$ cat src/rtl/boundary_scan_register.sv
// IEEE 1149.1 style boundary scan register with full 16-state TAP,
// 2-bit instruction register, WIDTH-cell BSR and 1-bit bypass.
module boundary_scan_register #(
  parameter int WIDTH = 8
) (
  input  logic             Clock,
  input  logic             Reset,
  input  logic             TMS,
  input  logic             TDI,
  input  logic [WIDTH-1:0] Data_IN,
  output logic             TDO,
  output logic             TDO_EN,
  output logic [WIDTH-1:0] Data_OUT,
  output logic [3:0]       TapState
);

  typedef enum logic [3:0] {
    TLR   = 4'd0,
    RTI   = 4'd1,
    SELDR = 4'd2,
    CAPDR = 4'd3,
    SHDR  = 4'd4,
    EX1DR = 4'd5,
    PAUDR = 4'd6,
    EX2DR = 4'd7,
    UPDDR = 4'd8,
    SELIR = 4'd9,
    CAPIR = 4'd10,
    SHIR  = 4'd11,
    EX1IR = 4'd12,
    PAUIR = 4'd13,
    EX2IR = 4'd14,
    UPDIR = 4'd15
  } tap_e;

  tap_e             state_q, state_d;
  logic [WIDTH-1:0] sr_q, sr_d;
  logic [WIDTH-1:0] upd_q, upd_d;
  logic [1:0]       ir_q, ir_d;
  logic [1:0]       irsr_q, irsr_d;
  logic             byp_q, byp_d;
  logic             bsr_sel;

  // EXTEST (00) and SAMPLE (01) select the BSR; 1x selects bypass
  assign bsr_sel = ~ir_q[1];

  // TAP next-state table driven by TMS
  always_comb begin
    state_d = state_q;
    case (state_q)
      TLR:     state_d = TMS ? TLR   : RTI;
      RTI:     state_d = TMS ? SELDR : RTI;
      SELDR:   state_d = TMS ? SELIR : CAPDR;
      CAPDR:   state_d = TMS ? EX1DR : SHDR;
      SHDR:    state_d = TMS ? EX1DR : SHDR;
      EX1DR:   state_d = TMS ? UPDDR : PAUDR;
      PAUDR:   state_d = TMS ? EX2DR : PAUDR;
      EX2DR:   state_d = TMS ? UPDDR : SHDR;
      UPDDR:   state_d = TMS ? SELDR : RTI;
      SELIR:   state_d = TMS ? TLR   : CAPIR;
      CAPIR:   state_d = TMS ? EX1IR : SHIR;
      SHIR:    state_d = TMS ? EX1IR : SHIR;
      EX1IR:   state_d = TMS ? UPDIR : PAUIR;
      PAUIR:   state_d = TMS ? EX2IR : PAUIR;
      EX2IR:   state_d = TMS ? UPDIR : SHIR;
      UPDIR:   state_d = TMS ? SELDR : RTI;
      default: state_d = TLR;
    endcase
  end

  // Capture/shift/update actions; every other state holds
  always_comb begin
    sr_d   = sr_q;
    upd_d  = upd_q;
    byp_d  = byp_q;
    ir_d   = ir_q;
    irsr_d = irsr_q;
    case (state_q)
      CAPDR: begin
        if (bsr_sel) sr_d = Data_IN;
        else         byp_d = 1'b0;
      end
      SHDR: begin
        if (bsr_sel) sr_d = {TDI, sr_q[WIDTH-1:1]};
        else         byp_d = TDI;
      end
      UPDDR: begin
        if (bsr_sel) upd_d = sr_q;
      end
      CAPIR:   irsr_d = 2'b01;
      SHIR:    irsr_d = {TDI, irsr_q[1]};
      UPDIR:   ir_d = irsr_q;
      default: ;
    endcase
    // Landing in TLR via TMS forces BYPASS; data registers keep values
    if (state_d == TLR) ir_d = 2'b11;
  end

  // State and register update with synchronous reset
  always_ff @(posedge Clock) begin
    if (Reset) begin
      state_q <= TLR;
      sr_q    <= '0;
      upd_q   <= '0;
      byp_q   <= 1'b0;
      ir_q    <= 2'b11;
      irsr_q  <= 2'b11;
    end else begin
      state_q <= state_d;
      sr_q    <= sr_d;
      upd_q   <= upd_d;
      byp_q   <= byp_d;
      ir_q    <= ir_d;
      irsr_q  <= irsr_d;
    end
  end

  // Serial output mux and pin drive
  always_comb begin
    TDO = 1'b0;
    if (state_q == SHDR) TDO = bsr_sel ? sr_q[0] : byp_q;
    else if (state_q == SHIR) TDO = irsr_q[0];
  end

  assign TDO_EN   = (state_q == SHDR) || (state_q == SHIR);
  assign Data_OUT = (ir_q == 2'b00) ? upd_q : Data_IN;
  assign TapState = state_q;

endmodule

$ cat config.mk
export PLATFORM = sky130hd
export DESIGN_NAME = boundary_scan_register
export DESIGN_NICKNAME = d
export VERILOG_FILES = /design/src/rtl/boundary_scan_register.sv
export SDC_FILE = /design/constraint.sdc
export NUM_CORES = 1
export LEC_CHECK = 0
export BUFFER_PORTS_ARGS = -buffer_cell sky130_fd_sc_hd__buf_4
export CORE_ASPECT_RATIO = 1.25
export CORE_MARGIN = 1
export CORE_UTILIZATION = 59
export CTS_CLUSTER_SIZE = 30
export DETAILED_ROUTE_END_ITERATION = 10
export MAX_ROUTING_LAYER = met4
export PLACE_DENSITY = 0.83
export SLEW_MARGIN = 20
export SYNTH_ARGS = -nofsm -noshare
export SYNTH_HDL_FRONTEND = slang
export SYNTH_SLANG_ARGS = --single-unit
$ cat constraint.sdc
create_clock -name Clock -period 4.4 [get_ports Clock]
set_input_delay 0.44 -clock Clock [delete_from_list [all_inputs] [get_ports Clock]]
set_output_delay 0.44 -clock Clock [all_outputs]
set_load 0.05 [all_outputs]
# After elaboration in Yosys (flattened, before gate mapping)
# Index checks and enable logic that the tools add are counted.
[word_totals] reg_bits=25 in_bits=12 out_inout_bits=14
[classes] n_eq_ne=19 n_mux=24 bitwise=1 reduce_logical=13
[ops] cell="4-bit one-hot mux with 12 select lines" count=1
[ops] cell="4-bit equality test (second input constant)" count=8
[ops] cell="8-bit 2-to-1 mux" count=3
[ops] cell="4-bit by 3-bit equality test with 1-bit output (second input constant)" count=4
[ops] cell="4-bit 2-to-1 mux" count=4
[ops] cell="8-bit one-hot mux with 2 select lines" count=1
[ops] cell="4-bit by 2-bit equality test with 1-bit output (second input constant)" count=2
[ops] cell="4-bit zero test" count=2
[ops] cell="1-bit 2-to-1 mux" count=8
[ops] cell="2-bit != test (second input constant)" count=4
[ops] cell="2-bit 2-to-1 mux" count=3
[ops] cell="3-bit 2-to-1 mux" count=2
[ops] cell="3-bit AND reduction" count=2
[ops] cell="2-bit OR reduction" count=3
[ops] cell="4-bit by 1-bit equality test with 1-bit output (second input constant)" count=1
[ops] cell="2-bit one-hot mux with 2 select lines" count=1
[ops] cell="2-bit nonzero test" count=2
[ops] cell="3-bit OR reduction" count=1
[ops] cell="2-bit zero test" count=1
[ops] cell="1-bit one-hot mux with 2 select lines" count=1
[ops] cell="2-bit AND reduction" count=1
[ops] cell="1-bit logical OR" count=1
[ops] cell="1-bit NOT" count=1

# Depth between registers and ports, before layout
[depth] depth_word=5 depth_mapped=5

# Worst setup path after synthesis
# Ideal clock, no wire load.
[synth_timing] path_type="register -> output" from="reg state_q[3], in the netlist TapState[3]" to="out TDO" slack_ps=1796 arrival_time_ps=2164 path_stages_with_launch=6 required_ps=3960 path_cell_list="dfxtp_1 > buf_2 > buf_2 > and2b_1 > nand3_1 > o22ai_1"
[synth_via] elab_chain_len=3
[synth_lines] element="from (decl)" line_no="36" text="tap_e state_q, state_d;"
[synth_lines] element="from (signal assigned)" line_no="109" text="state_q <= state_d;"
[synth_lines] element="4-bit equality test" line_no="122" text="else if (state_q == SHIR) TDO = irsr_q[0];"
[synth_lines] element="1-bit 2-to-1 mux" line_no="122"
[synth_lines] element="1-bit 2-to-1 mux *" line_no="121" text="if (state_q == SHDR) TDO = bsr_sel ? sr_q[0] : byp_q;"
[synth_lines] element="to (decl)" line_no="11" text="output logic TDO,"
# Every way passes the cells marked *; elsewhere a longest branch is shown, timed or not.

# Worst setup path in the final report
[layout_timing] from="reg state_q[2], in the netlist TapState[2]" to="out TDO"
# The elaborated chain is that of the path after synthesis.

==> impl_results.md <==
* Floorplan die height at 58.17 µm
* Nets@finish at 197
* Yosys top cell area share at 33.61%
* Status: finished clean
* # diodes at 0
* Largest net degree at the start of global routing at 23
* Residual DRC at 0
* Number of unique standard cell types used by synthesis at 48
* WP data required at 3.96 ns
* Startpoint Class: register
* Hpwl dp at 2357 µm
* Max rail drop VDD at 0.0001723 V
* Syn Inst Count at 173
* Largest cells by area after synthesis: dfxtp_1 (34%), mux2_2 (6.8%), a21oi_1 (6.4%), a221oi_1 (3.5%), a2bb2oi_1 (3.5%)
* Initial antenna violation count at 0
* PostCTS Resize Cnt at 0
* Worst EP arrival at 2.22 ns
* H-tree depth at 1
* EDFF count, synth at 0
* Final min period at 2.659 ns
* DR iter-0 viols at 40
* Slew margin rel. at 46.82%
* Clk slew on worst S/H paths at 0.13 ns
* Vias/cell at 6.249
* Post-layout util at 68.65%
* Area Overhead vs Synth at 10.76%
* Least-Margin Pin Slew at 0.7966 ns
* Final Cycle Share at 60.44%
* Vias in the first global route at 1273
* FMAX at 0.3761 GHz
* Mapped Nets at 185
* Hold/Removal Path Class: in2reg
* Critical path class: reg2out
* CTS buffer count at 3
* Post-CTS Setup Inserts at 0
* Die area at 2730 µm²
* Setup Skew at 0.001957 ns
* Setup tns final at 0 ns
* Gr usage total at 28.06%
* Total grt overflow at 0
* Ys async rst share at 0%
* Antenna-violating nets left at 0
* Initial core utilization at 61.98%
* Global-route wire length before repair at 5444 µm
* Max-slew violations at 0
* Clock sink total at 25
* Wire per inst at 15.36 µm
* Latest clock arrival within the worst-skew pair at 0.32 ns
* Die width at 46.93 µm
* Core box area at 2402 µm²
* RSZ-0062 raised after global routing: no
* Max Cap Viol at 0
* CP Max Fanout at 21
* Synth Register Bits at 25
* Register area share after synthesis at 33.61%
* Total leakage power at 0.0006170 µW
* # IOs at 26
* Avg Cell Area, Syn at 8.607 µm²
* Final setup vio count at 0
* 1st-pass router iterations at 4
* Cell Area, Synth at 1489 µm²
* Layout cells sized above 1 at 23.91%
* Final Hold Fails at 0
* Hold Buf Count CTS at 0
* Cell taking the most area after synthesis: dfxtp_1
* CTS tree: done
* DR vias at 1356
* Ys flop type: dfxtp_1
* Rows at 20
* Ys Warns at 0
* Fill cells at 204
* Root Driver: clkbuf_4
* CP endpoint kind: primary output
* Pwr dens at 276.4 nW/µm²
* Routability Congestion at 0.8740
* Port bufs at 25
* Drt total wl at 3334 µm
* Max Root-Sink Buffers at 2
## metal layers
layer / vias up / global-route usage, % / share of wire, %
li1: 670 / - / -
met5: - / - / 0
met2: 32 / 48.21 / 51
met4: 0 / 12.24 / 1.5
met3: 5 / 3.115 / 3.1
met1: 649 / 31.40 / 44
## registers in the layout (all words and copies together), names as in the netlist
name,cells
sr_q,8
upd_q,8
TapState,4
ir_q,2
irsr_q,2
byp_q,1
## path summary, 6_finish.rpt
path	start	to	slack [ns]	depth (start not counted)
worst min-delay path	Data_IN[7]	sr_q[7]	0.38	3
worst max register to register	TapState[2]	sr_q[4]	2.29	3
worst min register to register	upd_q[0]	upd_q[0]	0.48	2
worst max-delay path	TapState[2]	TDO	1.74	3
## critical path, cell delays in order, from the launching register on
cell and delay (ns):
dfxtp_1 0.73, or4b_1 0.70, o22ai_1 0.22, buf_4 0.23
## placed cells by master, fill, tap and decap left out, types with 3 or more instances in the layout
master     count
a2bb2oi_1      6
nand2_1        8
nand3_1       10
o21ai_1        8
o21ai_0        3
a221oi_1       6
mux2i_1        4
dfxtp_1       25
mux2_2         9
clkbuf_4       3
nor2_1         4
buf_4         25
a21oi_1       19
inv_1         10
## final cells by class
cell class	count	area (µm²)	area share (%)
Multi-Input combinational cell	119	852.1	51.67
Sequential cell	25	500.5	30.35
Timing Repair Buffer	25	187.7	11.38
Inverter	11	41.29	2.504
Tap cell	33	41.29	2.504
Clock buffer	4	26.28	1.593
## where the power goes
group	total [µW]	internal, µW	switching, µW
clock network	104	35.6	68.0
logic	100	41.1	59.1
registers	252	230	21.8
## stage by stage
| stage | worst slack, ns | hold slack [ns] | std cells | power (µW) | cell area [µm²] |
|---|---|---|---|---|---|
| final | 1.741 | 0.3766 | 217 | 455.7 | 1649 |
| after global routing | 1.632 | 0.3940 | 217 | 476.2 | 1649 |
| after CTS | 1.768 | 0.3766 | 217 | 457.9 | 1649 |
| after detailed placement | 2.135 | 0.4650 | 213 | 357.0 | 1623 |
| after global placement | 2.218 | 0.4490 | 213 | 353.2 | 1623 |
| after floorplan | 1.796 | 0.4377 | 173 | 333.0 | 1489 |
## synth_stat cells (2+ instances only)
| library cell | instances |
|---|---|
| dfxtp_1 | 25 |
| nor4b_1 | 2 |
| a221oi_1 | 6 |
| nand3b_1 | 2 |
| buf_2 | 10 |
| nor3b_1 | 2 |
| mux2_2 | 9 |
| mux2i_1 | 4 |
| a21oi_1 | 19 |
| or4b_1 | 2 |
| nand2b_1 | 2 |
| xnor2_1 | 2 |
| inv_1 | 10 |
| o21ai_1 | 8 |
| nand3_1 | 10 |
| a2111oi_0 | 2 |
| a211oi_1 | 2 |
| a2bb2oi_1 | 6 |
| a31oi_1 | 2 |
| and3b_1 | 2 |
| buf_4 | 2 |
| o21ai_0 | 3 |
| nor4b_4 | 2 |
| clkbuf_1 | 4 |
| or2_2 | 2 |
| nand2_1 | 8 |
| nor2_1 | 4 |
## logic make-up after synthesis
logic type | Yosys count | share of synthesized area (%)
AO/OA/AOI/OAI | 60 | 26.64
XOR/XNOR | 2 | 1.177
buffers and inverters | 29 | 9.159
flip-flops | 25 | 33.61
multiplexers | 13 | 9.496
AND/OR/NAND/NOR | 44 | 19.92
No activity file was read; power rests on OpenSTA's default activity.
